[src/rtl/cond_pkg.sv]
// rtl/cond_pkg.sv - shared state encoding and default parameters for the input conditioner
`timescale 1ns/1ps

package cond_pkg;

    typedef enum logic [1:0] {
        S_LOW      = 2'd0,
        S_CHK_HIGH = 2'd1,
        S_HIGH     = 2'd2,
        S_CHK_LOW  = 2'd3
    } state_t;

    localparam int DEF_SYNC_STAGES = 2;
    localparam int DEF_DB_CYCLES   = 4;
    localparam int DEF_EVT_W       = 8;

endpackage

[src/rtl/sync_chain.sv]
// rtl/sync_chain.sv - parameterised flop chain bringing an asynchronous input into the clk domain
`timescale 1ns/1ps

module sync_chain #(
    parameter int STAGES = 2
) (
    input  logic clk,
    input  logic rst,
    input  logic d,
    output logic q
);

    logic [STAGES-1:0] ff;

    always_ff @(posedge clk or negedge rst) begin
        if (!rst) begin
            ff <= '0;
        end else begin
            ff <= {ff[STAGES-2:0], d};
        end
    end

    assign q = ff[STAGES-1];

endmodule

[src/rtl/input_conditioner.sv]
// rtl/input_conditioner.sv - synchronise, debounce and edge-detect one raw input; COND_EVENT_COUNT_EN adds evt_cnt
`timescale 1ns/1ps

module input_conditioner
    import cond_pkg::*;
#(
    parameter int SYNC_STAGES = DEF_SYNC_STAGES,
    parameter int DB_CYCLES   = DEF_DB_CYCLES
`ifdef COND_EVENT_COUNT_EN
    ,
    parameter int EVT_W       = DEF_EVT_W
`endif
) (
    input  logic clk,
    input  logic rst,
    input  logic en,
    input  logic din,
    output logic level,
    output logic rise,
    output logic fall,
    output logic busy
`ifdef COND_EVENT_COUNT_EN
    ,
    output logic [EVT_W-1:0] evt_cnt
`endif
);

    localparam int             CNT_W    = $clog2(DB_CYCLES + 1);
    localparam logic [CNT_W-1:0] CNT_LAST = CNT_W'(DB_CYCLES - 1);

    state_t           state;
    logic [CNT_W-1:0] cnt;
    logic             sq;

    sync_chain #(
        .STAGES(SYNC_STAGES)
    ) u_sync (
        .clk(clk),
        .rst(rst),
        .d  (din),
        .q  (sq)
    );

    // The candidate level must be seen on DB_CYCLES consecutive enabled edges
    // after the edge that opened the check; any disagreement drops back.
    always_ff @(posedge clk or negedge rst) begin
        if (!rst) begin
            state   <= S_LOW;
            cnt     <= '0;
            level   <= 1'b0;
            rise    <= 1'b0;
            fall    <= 1'b0;
`ifdef COND_EVENT_COUNT_EN
            evt_cnt <= '0;
`endif
        end else begin
            rise <= 1'b0;
            fall <= 1'b0;
            if (en) begin
                case (state)
                    S_LOW: begin
                        if (sq) begin
                            state <= S_CHK_HIGH;
                            cnt   <= '0;
                        end
                    end
                    S_CHK_HIGH: begin
                        if (!sq) begin
                            state <= S_LOW;
                        end else if (cnt == CNT_LAST) begin
                            state <= S_HIGH;
                            level <= 1'b1;
                            rise  <= 1'b1;
`ifdef COND_EVENT_COUNT_EN
                            evt_cnt <= evt_cnt + 1'b1;
`endif
                        end else begin
                            cnt <= cnt + 1'b1;
                        end
                    end
                    S_HIGH: begin
                        if (!sq) begin
                            state <= S_CHK_LOW;
                            cnt   <= '0;
                        end
                    end
                    S_CHK_LOW: begin
                        if (sq) begin
                            state <= S_HIGH;
                        end else if (cnt == CNT_LAST) begin
                            state <= S_LOW;
                            level <= 1'b0;
                            fall  <= 1'b1;
                        end else begin
                            cnt <= cnt + 1'b1;
                        end
                    end
                    default: state <= S_LOW;
                endcase
            end
        end
    end

    assign busy = (state == S_CHK_HIGH) || (state == S_CHK_LOW);

endmodule

[config.mk]
export PLATFORM = sky130hd
export DESIGN_NAME = input_conditioner
export DESIGN_NICKNAME = d
export VERILOG_FILES = /design/src/rtl/cond_pkg.sv /design/src/rtl/sync_chain.sv /design/src/rtl/input_conditioner.sv
export SDC_FILE = /design/constraint.sdc
export NUM_CORES = 1
export LEC_CHECK = 0
export CORE_ASPECT_RATIO = 1.25
export CORE_MARGIN = 10
export CORE_UTILIZATION = 25
export DETAILED_ROUTE_END_ITERATION = 16
export PLACE_DENSITY = 0.4
export SYNTH_ARGS = -nofsm -noshare
export SYNTH_HDL_FRONTEND = slang
export SYNTH_SLANG_ARGS = --single-unit
[constraint.sdc]
create_clock -name clk -period 1.7 [get_ports clk]
set_input_delay 0.425 -clock clk [delete_from_list [all_inputs] [get_ports clk]]
set_output_delay 0.425 -clock clk [all_outputs]
set_load 0.01 [all_outputs]
==> metrics.md <==
| Metric | Value |
|---|---|
| Outcome | completed |
| Yosys reg bits | 10 |
| Antenna violations before repair | 0 |
| Max Cap Viol | 0 |
| Crit Path Class | flop to output port |
| Post-place setup slack | 0.152 ns |
| Row count | 16 |
| PortBufs | 7 |
| Total power | 738 uW |
| Die span in y | 65.4 um |
| DRT antenna net count | 0 |
| Clk slew on worst S/H paths | 0.07 ns |
| Final critical-path share of the clock period | between 90 and 100% |
| Syn nets | 41 |
| Die area | 3690 um^2 |
| Layout cells sized above 1 | 17.4% |
| CP required | 1.27 ns |
| Skew-Pair Late Insertion Delay | 0.27 ns |
| Hpwl dp | between 500 and 600 um |
| Worst-Margin Slew | 0.461 ns |
| Max stage delay on crit path | 0.54 ns |
| Worst path cell trace | clkdlybuf4s50_1 |
| Initial DRC Count | 4 |
| Final Util | 35.0% |
| Slew Viols, Final | 0 |
| Ys Warns | 0 |
| Clock Tree Root | clkbuf_4 |
| Core area | 1560 um^2 |
| Mapped Area | 413 um^2 |
| Tightest Hold Check Type | flop to flop |
| Top Family by Delay on Critical Path | buffers and inverters |
| Post-route minimum period | between 1.5 and 2 ns |
| Setup slack after layout | 0.101 ns |
| Gpl congestion | between 0.6 and 0.7 |
| # hold bufs at CTS | 0 |
| Syn Area/Cell | 11.8 um^2 |
| Vias in the first global route | a little under 300 |
| Setup repair after global routing missed its margin | no |
| Cell count after placement | 59 |
| Worst path arrival time | 1.17 ns |
| Final wirelength | 771 um |
| Distinct cells, synth | 16 |
| Pin count of the biggest net entering global routing | 11 |
| CP Launch Type | flop |
| Max H-tree Level | 1 |
| Routed WL per cell | approximately 12 um |
| Post-route setup TNS | 0 ns |
| Worst path bufs/invs | 1 |
| Max VDD drop | 524 uV |
| Final #Nets | 53 |
| Post-Syn Instances | 35 |
| Layout Cells excl Fill | 64 |
| # clock sinks | 10 |
| DRC | 0 |
| Clk buf depth | 2 |
| Placed inst area | 502 um^2 |
| Grt ovf | 0 |
| Peak Freq | ~630 MHz |
| I/O pins | 8 |
| Hold WS | 0.355 ns |
| Rel. slew slack | 69.2% |
| PD cells | roughly 1300 nW/um^2 |
| Pre-Repair DR Iteration Count | 3 |
| First-pass GRT wire length | roughly 1.4 mm |
| Clock Skews | 0.00420 ns |
| Num CTS Buffers | 3 |
| Area growth, synth to finish | 32.4% |
| Seq/Total Area, Yosys | 60.6% |
| CTS tree | built |
| Crit end category | output port |
| Slowest CP cell | clkdlybuf4s50_1 |
| CP Max Fanout | 3 |
| Initial cell density of the core | 26.4% |
| Die Width | 56.4 um |
| Count of final setup violators | 0 |
| Via/cell ratio | 4.34 |
| Antenna Cells | 0 |
| Vias post-DR | 278 |
| Final instance area | roughly 550 um^2 |
| Total GRT Usage | approximately 5.1% |
| Hold Fails Final Rpt | 0 |
| Leak | 0.258 nW |
[cell usage after synthesis]
library cell / count / area (um^2)
nand3_2: 1 / 10.0
inv_1: 3 / 11.3
nor3b_1: 1 / 7.51
nand2b_1: 1 / 6.26
nand2_1: 4 / 15.0
nor2_1: 2 / 7.51
mux2i_1: 2 / 20.0
ha_1: 2 / 25.0
nand3_1: 1 / 5.00
nor2b_1: 1 / 6.26
xor2_1: 1 / 8.76
o21ai_0: 3 / 15.0
nand4_1: 1 / 6.26
dfrtp_1: 10 / 250
clkbuf_1: 1 / 3.75
mux2_4: 1 / 15.0
[metal layers]
layer | vias to the layer above | wire length [um] | part of all wire [%] | GRT usage [%]
met2 | 8 | 355 | 46 | 7.22
met4 | 0 | 23 | 3.0 | 5.42
met5 | - | 0 | 0 | 0
met3 | 4 | 49 | 6.4 | 2.12
met1 | 131 | 344 | 45 | 5.33
li1 | 135 | - | - | -
[final cells by class]
| type | instances | area [um^2] |
|---|---|---|
| Tap cell | 18 | 22.5 |
| Sequential cell | 10 | 251 |
| Inverter | 3 | 11.3 |
| Fill cell | 154 | 1010 |
| Multi-Input combinational cell | 21 | 148 |
| Clock buffer | 4 | 36.3 |
| Timing Repair Buffer | 8 | 77.6 |
[timing repair]
item                       4_1_cts  5_1_grt
setup buffers                    0        1
gates resized for setup          1        0
setup endpoints to repair        1        1
cloned                           0        0
[report_power, final]
| group | internal, mW | switching, mW | total (mW) |
|---|---|---|---|
| Clock | 0.130 | 0.0888 | 0.219 |
| Sequential | 0.287 | 0.0370 | 0.324 |
| Combinational | 0.105 | 0.0895 | 0.195 |
| Total | 0.523 | 0.215 | 0.738 |
[sequential cells by signal, summed over array words and instances (netlist names), named ones only]
register   count
cnt            3
u_sync.ff      2
fall           1
level          1
rise           1
state          1
[final timing paths]
check	from	end	slack, ns	depth (start not counted)
max in group asynchronous	rst	state[0]	0.89	1
min	u_sync.ff[0]	u_sync.ff[1]	0.35	0
max	level	level	0.10	1
min reg2reg	u_sync.ff[0]	u_sync.ff[1]	0.35	0
min in group asynchronous	rst	cnt[0]	0.47	1
max reg2reg	cnt[0]	cnt[0]	0.23	5
[layout by cell type (no fill, tap or decap)]
cell / count
mux2_4: 1
nand3_2: 1
nor2_1: 2
clkbuf_4: 3
nor3b_1: 1
nand2b_1: 1
inv_1: 3
o21ai_0: 3
nand4_1: 1
mux2i_1: 2
nand2_1: 4
nor2b_1: 1
buf_4: 1
clkdlybuf4s50_1: 7
ha_1: 2
dfrtp_2: 1
dfrtp_1: 9
xor2_1: 1
nand3_1: 1
clkbuf_8: 1
[cells by family after synthesis]
logic type | synth area share [%]
AO/OA/AOI/OAI | 3.64
XOR/XNOR | 2.12
adder cells (fa/ha/maj) | 6.06
buffers and inverters | 3.64
flip-flops | 60.6
multiplexers | 8.48
AND/OR/NAND/NOR | 15.5
No activity file was read; power rests on OpenSTA's default activity.
==> variant, RTL diff (config.mk and constraints unchanged) <==
Change the package constant `DEF_DB_CYCLES` from 4 to 2.
--- a/src/rtl/cond_pkg.sv
+++ b/src/rtl/cond_pkg.sv
@@ -11,7 +11,7 @@
     } state_t;
 
     localparam int DEF_SYNC_STAGES = 2;
-    localparam int DEF_DB_CYCLES   = 4;
+    localparam int DEF_DB_CYCLES   = 2;
     localparam int DEF_EVT_W       = 8;
 
 endpackage
Check against the original RTL: not equivalent (a bounded check fails within 10 cycles, from zero or initial values and one cycle with rst low).
==> variant against the original RTL <==
  * Total power is 1.5% lower
  * Sequential cell count shrank 1
  * Via count rose by 2.5%
  * Routed wire length shrank 7.9%
  * Synthesized area decreased by 11%
  * Setup slack got worse by 0.055 ns
  * Cell area is 8.7% lower
  * Count of clock-buffer cells in the layout is 1 lower
  * Highest routed layer unchanged
==> variant: results <==
sta:
  fin_skew_ns: 0.004384
  slew_headroom: 0.7393
critical_path:
  crit_fanout: 5
  critical-path-max-stage-delay_ns: 0.56
  rr_endpoint: "cnt[1]"
  r2r_setup_slack_ns: 0.30
  cp.arrival_ns: 1.23
  crit_end: "busy"
  reg2reg_from: "cnt[1]"
power_and_ir_drop:
  vdd_drop_max_mv: 0.3664
  p_leak_uw: 0.0002197
global_route:
  grt_pass1_wl_um: 1290
  grt_usage: 0.05141
  grt_max_degree: 10
  grt_pass1_vias: 307
layout:
  nFillCells: 151
  nets: 50
  drive_above_1_share: 0.1818
logic_synthesis:
  synth_xor_area_frac: 0.04407
  synth_compound_area_frac: 0.1085
  synth-seq-area-share: 0.6102
  synthMuxAreaShare: 0
  synth_cell_type_count: 17
  synth_fp_nets: 37
  synth_area_leaders: "dfrtp_1 (61%), xor2_2 (4.4%), o21ai_0 (4.1%), ha_1 (3.4%), nand2_1 (3.1%)"
  yosys-top-cells-count: "dfrtp_1 (9), nand2_1 (3), o21ai_0 (3)"
  synth_cells: 32
  synth_fa_ha_area_frac: 0.03390
drt:
  dr_wl_met2_um: 302
  num_vias: 285
  wl_per_cell_um: 11.64
  wl_met3_um: 92
  drt-met1-wl_um: 286
placement:
  place_inst: 55
  place.gp.congestion: 0.6882
  place_hpwl_um: 551.2
clock_tree:
  post_cts_resized: 0
  clock_latency_ns: 0.26
status:
  status: "complete, no violations"
variant: cell count changes after synthesis, sizes merged:
cell and delta:
ha -1, inv -1, nand2b -1, a311o +1
nand2 -1, dfrtp -1, a21oi +1, mux2i -2
a32o +1, mux2 -1, nor3 +1, and4 +1
variant: cell type report:
type,count,share of cell area
Clock buffer,3,0.04511
Clock inverter,1,0.01003
Inverter,2,0.01504
Multi-Input combinational cell,20,0.2657
Sequential cell,9,0.4511
Tap cell,17,0.04261
Timing Repair Buffer,9,0.1704
variant: cell families (layout without fill, tap and decap cells):
group / after synthesis / in the layout
buffers and inverters: 3 / 15
xor gates and xnor gates: 1 / 1
DFF: 9 / 9
and+or+nand+nor: 12 / 12
AOI/OAI and AO/OA: 6 / 6
adders and majority gates: 1 / 1
variant: power breakdown:
group	total [uW]	internal [uW]	switching, uW
clock	162	86.7	75.1
sequential	316	265	51.0
combinational	249	131	118
total	727	483	244
variant: metrics by stage:
stage | util | worst slack (ns) | instance area (um2)
finish | 0.3595 | 0.04567 | 499.2
global route | 0.3595 | 0.007084 | 499.2
CTS | 0.3541 | 0.02992 | 491.7
detailed placement | 0.3288 | 0.1175 | 456.7
global placement | 0.3288 | 0.1293 | 456.7
floorplan | - | 0.4173 | 369.1
variant: worst min-delay path by stage:
stage	endpoint	depth (start not counted)	slack, ns	start
6_report	u_sync.ff[1]	0	0.35	u_sync.ff[0]
5_1_grt	u_sync.ff[1]	0	0.36	u_sync.ff[0]
4_1_cts	u_sync.ff[1]	0	0.36	u_sync.ff[0]
3_5_place_dp	u_sync.ff[1]	0	0.34	u_sync.ff[0]
3_3_place_gp	u_sync.ff[1]	0	0.34	u_sync.ff[0]
2_1_floorplan	asynchronous set/reset pin	0	0.13	rst
variant: per-layer routing:
layer | GRT usage | up-vias
li1 | - | 138
met1 | 0.05384 | 134
met2 | 0.06609 | 10
met3 | 0.03333 | 3
met4 | 0.04630 | 0
met5 | 0 | -
variant: repair_timing:
item | CTS | global route
pin swaps | 0 | 0
setup endpoints to repair | 1 | 1
setup buffers | 1 | 1
